$ cat src/rtl/inference_scheduler.sv
// Frame-level scheduler for a CNN inference pipeline: gates sof into ap_start,
// latches the crop window per frame, watches the result stream and recovers from hangs.
module inference_scheduler #(
    parameter int IN_ROWS        = 20,
    parameter int IN_COLS        = 20,
    parameter int OUT_ROWS       = 20,
    parameter int OUT_COLS       = 20,
    parameter int N_RESULTS      = 1,
    parameter int TIMEOUT_CYCLES = 1000000,
    parameter int RST_CYCLES     = 16
) (
    input  logic                       clk,
    input  logic                       reset,
    input  logic                       enable,
    input  logic                       sof,
    input  logic                       cfg_we,
    input  logic [$clog2(IN_COLS)-1:0] cfg_x0,
    input  logic [$clog2(IN_ROWS)-1:0] cfg_y0,
    input  logic                       err_clr,
    input  logic                       res_tvalid,
    input  logic                       res_tready,
    output logic                       ap_start,
    output logic [$clog2(IN_COLS)-1:0] crop_x0,
    output logic [$clog2(IN_ROWS)-1:0] crop_y0,
    output logic                       busy,
    output logic                       done,
    output logic                       pipe_reset,
    output logic [15:0]                frames_started,
    output logic [15:0]                frames_dropped,
    output logic                       timeout_err,
    output logic                       cfg_err
);

    localparam int XW = $clog2(IN_COLS);
    localparam int YW = $clog2(IN_ROWS);
    localparam int BW = $clog2(N_RESULTS + 1);
    localparam int TW = $clog2(TIMEOUT_CYCLES + 1);
    localparam int RW = $clog2(RST_CYCLES + 1);

    localparam logic [XW-1:0] X_MAX     = XW'(IN_COLS - OUT_COLS);
    localparam logic [YW-1:0] Y_MAX     = YW'(IN_ROWS - OUT_ROWS);
    localparam logic [BW-1:0] LAST_BEAT = BW'(N_RESULTS - 1);
    localparam logic [TW-1:0] LAST_TICK = TW'(TIMEOUT_CYCLES - 1);
    localparam logic [RW-1:0] LAST_RST  = RW'(RST_CYCLES - 1);

    typedef enum logic [1:0] {IDLE, START, RUN, FLUSH} state_t;

    state_t        state_q, state_d;
    logic [BW-1:0] beats_q, beats_d;
    logic [TW-1:0] timer_q, timer_d;
    logic [RW-1:0] rst_cnt_q, rst_cnt_d;
    logic [XW-1:0] shadow_x_q, shadow_x_d, crop_x_q, crop_x_d;
    logic [YW-1:0] shadow_y_q, shadow_y_d, crop_y_q, crop_y_d;
    logic          done_q, done_d;
    logic [15:0]   started_q, started_d, dropped_q, dropped_d;
    logic          timeout_err_q, timeout_err_d, cfg_err_q, cfg_err_d;

    logic cfg_ok, cfg_wr, beat, timeout_set;

    always_comb begin
        state_d       = state_q;
        beats_d       = beats_q;
        timer_d       = timer_q;
        rst_cnt_d     = rst_cnt_q;
        shadow_x_d    = shadow_x_q;
        shadow_y_d    = shadow_y_q;
        crop_x_d      = crop_x_q;
        crop_y_d      = crop_y_q;
        done_d        = 1'b0;
        started_d     = started_q;
        dropped_d     = dropped_q;
        timeout_set   = 1'b0;

        cfg_ok = (cfg_x0 <= X_MAX) && (cfg_y0 <= Y_MAX);
        cfg_wr = cfg_we && cfg_ok;
        beat   = res_tvalid && res_tready;

        if (cfg_wr) begin
            shadow_x_d = cfg_x0;
            shadow_y_d = cfg_y0;
        end

        case (state_q)
            IDLE: begin
                if (sof && enable) begin
                    state_d  = START;
                    // shadow_*_d already carries a same-cycle valid write
                    crop_x_d = shadow_x_d;
                    crop_y_d = shadow_y_d;
                    beats_d  = '0;
                    timer_d  = '0;
                end
            end
            START: begin
                state_d = RUN;
                if (started_q != 16'hFFFF) started_d = started_q + 16'd1;
            end
            RUN: begin
                timer_d = timer_q + TW'(1);
                // A completing beat outranks a simultaneous timeout expiry
                if (beat && beats_q == LAST_BEAT) begin
                    done_d  = 1'b1;
                    state_d = IDLE;
                end else begin
                    if (beat) beats_d = beats_q + BW'(1);
                    if (timer_q == LAST_TICK) begin
                        timeout_set = 1'b1;
                        rst_cnt_d   = '0;
                        state_d     = FLUSH;
                    end
                end
            end
            FLUSH: begin
                if (rst_cnt_q == LAST_RST) state_d = IDLE;
                else                       rst_cnt_d = rst_cnt_q + RW'(1);
            end
            default: state_d = IDLE;
        endcase

        if (sof && state_q != IDLE && dropped_q != 16'hFFFF)
            dropped_d = dropped_q + 16'd1;

        timeout_err_d = timeout_set ? 1'b1 : (err_clr ? 1'b0 : timeout_err_q);
        cfg_err_d     = (cfg_we && !cfg_ok) ? 1'b1 : (err_clr ? 1'b0 : cfg_err_q);
    end

    always_ff @(posedge clk) begin
        if (reset) begin
            state_q       <= IDLE;
            beats_q       <= '0;
            timer_q       <= '0;
            rst_cnt_q     <= '0;
            shadow_x_q    <= '0;
            shadow_y_q    <= '0;
            crop_x_q      <= '0;
            crop_y_q      <= '0;
            done_q        <= 1'b0;
            started_q     <= '0;
            dropped_q     <= '0;
            timeout_err_q <= 1'b0;
            cfg_err_q     <= 1'b0;
        end else begin
            state_q       <= state_d;
            beats_q       <= beats_d;
            timer_q       <= timer_d;
            rst_cnt_q     <= rst_cnt_d;
            shadow_x_q    <= shadow_x_d;
            shadow_y_q    <= shadow_y_d;
            crop_x_q      <= crop_x_d;
            crop_y_q      <= crop_y_d;
            done_q        <= done_d;
            started_q     <= started_d;
            dropped_q     <= dropped_d;
            timeout_err_q <= timeout_err_d;
            cfg_err_q     <= cfg_err_d;
        end
    end

    assign ap_start       = (state_q == START);
    assign busy           = (state_q != IDLE);
    assign pipe_reset     = (state_q == FLUSH);
    assign done           = done_q;
    assign crop_x0        = crop_x_q;
    assign crop_y0        = crop_y_q;
    assign frames_started = started_q;
    assign frames_dropped = dropped_q;
    assign timeout_err    = timeout_err_q;
    assign cfg_err        = cfg_err_q;

endmodule

$ cat config.mk
export PLATFORM = sky130hd
export DESIGN_NAME = inference_scheduler
export DESIGN_NICKNAME = d
export VERILOG_FILES = /design/src/rtl/inference_scheduler.sv
export SDC_FILE = /design/constraint.sdc
export NUM_CORES = 1
export LEC_CHECK = 0
export CAP_MARGIN = 25
export CORE_ASPECT_RATIO = 1.5
export CORE_MARGIN = 3
export CORE_UTILIZATION = 45
export DETAILED_ROUTE_END_ITERATION = 7
export GPL_TIMING_DRIVEN = 0
export PLACE_DENSITY = 0.7
export SLEW_MARGIN = 10
export SYNTH_ARGS = -nofsm -noshare
export SYNTH_HDL_FRONTEND = slang
export SYNTH_SLANG_ARGS = --single-unit
$ cat constraint.sdc
create_clock -name clk -period 2.2 [get_ports clk]
set_input_delay 0.33 -clock clk [delete_from_list [all_inputs] [get_ports clk]]
set_output_delay 0.33 -clock clk [all_outputs]
set_load 0.02 [all_outputs]
==> results.md <==
- DR vias: 3451
- First-pass GRT wire length: 15170 um
- Core Box Area: 8108 sq um
- CP max stage cell: clkdlybuf4s50_1
- Critical Path AT: 1.74 ns
- Antenna violations before repair: 0
- H-Tree Level Count: 3
- Unrepaired setup endpoints after global routing: no
- Setup violators final: 0
- HP Class: register to register
- Synth Area per Inst: 8.785 sq um
- Worst R2R Setup Slack: 0.29 ns
- Yosys warning total: 0
- Floorplan row count: 40
- Seq/Total Area, Yosys: between 40% and 50%
- CTS tree: yes
- CTS Buffer Depth: 2
- Fin. Hold Viols: 0
- Req. time, crit path: 1.87 ns
- Hpwl dp: approximately 6400 um
- Num ports: 66
- Clock insertion delay at the later pin of the skew report: 0.34 ns
- WL/cell: 14.60 um
- Post-CTS Setup Inserts: 0
- Layout cells sized above 1: 7.632%
- Final Skew: 0.008151 ns
- Final cell utilization of the core: about three fifths
- Nets: around 530
- RR Endpoint: timer_q[18]$_SDFFE_PP0P_
- Number of synthesized flops with an enable pin: 0
- Tmin final: 2.069 ns
- Remaining DRCs: 0
- Die area: 9552 sq um
- Post-route ant nets: 0
- Synthesis-to-layout area growth: 29.31%
- Root Driver: clkbuf_16
- CTS Hold Bufs: 0
- Main combinational cell family by area after synthesis: simple AND/OR/NAND/NOR gates
- Post-synthesis xor/xnor area fraction: 5.333%
- Routability cong.: 0.8095
- Total clock sinks: between 80 and 90
- Initial DRC Count: about 250
- Max VDD drop: between 0.5 and 0.6 mV
- Synthesized area: 3777 sq um
- Leakage: around 1.7 nW
- Starting Density: 46.59%
- Worst rel slew slack: 63.37%
- F_max: 483.4 MHz
- Max-Cap Viols: 0
- Clock transition at the registers of the reported paths: 0.06 ns
- Most frequent cells in the layout: dfxtp_1, clkdlybuf4s50_1, nor2_1, a21oi_1, nand2_1
- Synth Area in Compound Gates: between 10% and 20%
- Fin Setup TNS: 0 ns
- Worst setup SP type: register
- Pwr Density: 667.8 nW/um^2
- DRT Wirelength: ~9000 um
- Crit-path max FO: 10
- I/O Buffers: 65
- Count of different cell masters after synthesis: 59
- Most common cell after layout, fill and taps aside: dfxtp_1
- Vias in the first global route: 3452
- Simple-Gate Fraction of Synth Area: between 30% and 40%
- CTS buffer count: 9
- # resized after CTS: 0
- Die height: 118.2 um
- Post-synthesis register bit count: 83
- Post-DR vias/cell: 5.602
- Crit-path max cell delay: 0.60 ns
- Dpl cell area: between 4000 and 5000 sq um
- Syn_nets: 453
- Critical path class: register to output pin
- Diodes inserted: 0
- Hold Path End: beats_q$_SDFFE_PP0P_
- Status: completed
- Post-synthesis cell count: 430
- Worst r2r src: timer_q[0]$_SDFFE_PP0P_
- Largest net degree at the start of global routing: 16
- Hold depth: 2
- Register-to-Register Path Depth: 6
- Grt total ovfl: 0
- Crit end category: output pin
- Hold Path Origin: beats_q$_SDFFE_PP0P_
- Multiplexer area fraction after synthesis: 1.789%
- Adder-Cell Fraction of Synth Area: between 1.5 and 2%
- Period utilization: 94.03%
- GRT Total Usage: 19.71%
- Pre-antenna DRT Iters: 5
- Final Max Tran Viols: 0
- Crit-path cells: buf_6, nand2b_2, inv_2, clkdlybuf4s50_1
- Ys async rst share: 0%
- Worst slew pin tran: between 0.5 and 0.6 ns
- Top_reg_cell synth: dfxtp_1
- Die X: 80.81 um
- Post-route design area: 4885 sq um
final cells by class:
cell class	count	area [sq um]
Buffer	15	72.57
Clock buffer	9	225.2
Clock inverter	7	100.1
Fill cell	727	3223
Inverter	5	18.77
Multi-Input combinational cell	327	2024
Sequential cell	83	1662
Tap cell	105	131.4
Timing Repair Buffer	65	650.6
state kept, by name (all words and copies together), names as in the netlist:
name / count
crop_x0: 5
beats_q: 1
timer_q: 20
frames_dropped: 16
rst_cnt_q: 5
crop_y0: 5
frames_started: 16
timeout_err: 1
cfg_err: 1
done: 1
state_q: 2
shadow_y_q: 5
shadow_x_q: 5
critical path: cells and delay by family, from the launching register on:
| kind | cells | cell delay (ns) |
|---|---|---|
| buf+inv | 3 | 0.87 |
| flops | 1 | 0.43 |
| simple gates | 1 | 0.11 |
stage by stage:
step	power (W)	hold slack, ns	setup WS [ns]	instances
2_1_floorplan	0.001609	0.4264	0.5527	430
3_3_place_gp	0.001674	0.4341	0.1491	600
3_5_place_dp	0.001676	0.4406	0.1242	600
4_1_cts	0.003296	0.4513	0.1044	616
5_1_grt	0.003364	0.4730	0.02767	616
6_report	0.003262	0.4542	0.1313	616
worst max path at each step:
stage,endpoint,cells after the start,start,slack [ns]
floorplan,frames_started[7]$_SDFFE_PP0P_,6,frames_started[0]$_SDFFE_PP0P_,0.55
global placement,timer_q[12]$_SDFFE_PP0P_,5,reset,0.15
detailed placement,frames_dropped[13]$_SDFFE_PP0P_,6,sof,0.12
CTS,ap_start,4,state_q[0]$_SDFFE_PP0P_,0.10
global route,ap_start,4,state_q[0]$_SDFFE_PP0P_,0.03
finish,ap_start,4,state_q[0]$_SDFFE_PP0P_,0.13
Yosys cell counts (2+ instances only):
| cell | instances | area (sq um) |
|---|---|---|
| a21oi_1 | 31 | 155.2 |
| inv_1 | 4 | 15.01 |
| o21ai_0 | 12 | 60.06 |
| o21a_1 | 2 | 15.01 |
| nor3_1 | 13 | 65.06 |
| nor2b_1 | 2 | 12.51 |
| xnor2_1 | 16 | 140.1 |
| a41oi_1 | 2 | 17.52 |
| nand2_1 | 27 | 101.4 |
| nand3_1 | 20 | 100.1 |
| nor3b_1 | 2 | 15.01 |
| a211oi_1 | 3 | 22.52 |
| nand4_1 | 16 | 100.1 |
| buf_6 | 2 | 22.52 |
| o31ai_1 | 4 | 30.03 |
| a22oi_1 | 10 | 75.07 |
| nand3b_1 | 3 | 22.52 |
| nor2_1 | 59 | 221.5 |
| mux2i_1 | 3 | 30.03 |
| and4_1 | 8 | 70.07 |
| nor2_2 | 3 | 18.77 |
| dfxtp_1 | 83 | 1662 |
| and2_1 | 13 | 81.33 |
| nand4b_1 | 6 | 52.55 |
| nand2b_1 | 2 | 12.51 |
| a311oi_1 | 2 | 17.52 |
| or3_1 | 9 | 56.30 |
| clkbuf_1 | 12 | 45.04 |
| a21o_1 | 2 | 15.01 |
| nor4_1 | 6 | 37.54 |
| ha_1 | 5 | 62.56 |
| and3_1 | 14 | 87.58 |
| xor2_1 | 7 | 61.31 |
| nor3_2 | 2 | 20.02 |
metal layers:
layer	vias to the layer above	share of wire, %	global-route usage [%]
met4	0	1.8	7.822
met1	1634	43	22.64
met2	96	51	34.36
met3	11	4.8	4.497
li1	1710	-	-
met5	-	0	0
cells by family after synthesis:
| logic type | after synthesis |
|---|---|
| simple gates | 218 |
| flops | 83 |
| compound gates | 75 |
| xor+xnor | 23 |
| buf+inv | 20 |
| mux | 6 |
| fa+ha+maj | 5 |
power breakdown:
part           internal, W  switching (W)
Sequential         0.00151     0.00000410
Clock              0.00100       0.000618
Combinational    0.0000541      0.0000781
Total              0.00256       0.000700
No activity file was read; power rests on OpenSTA's default activity.
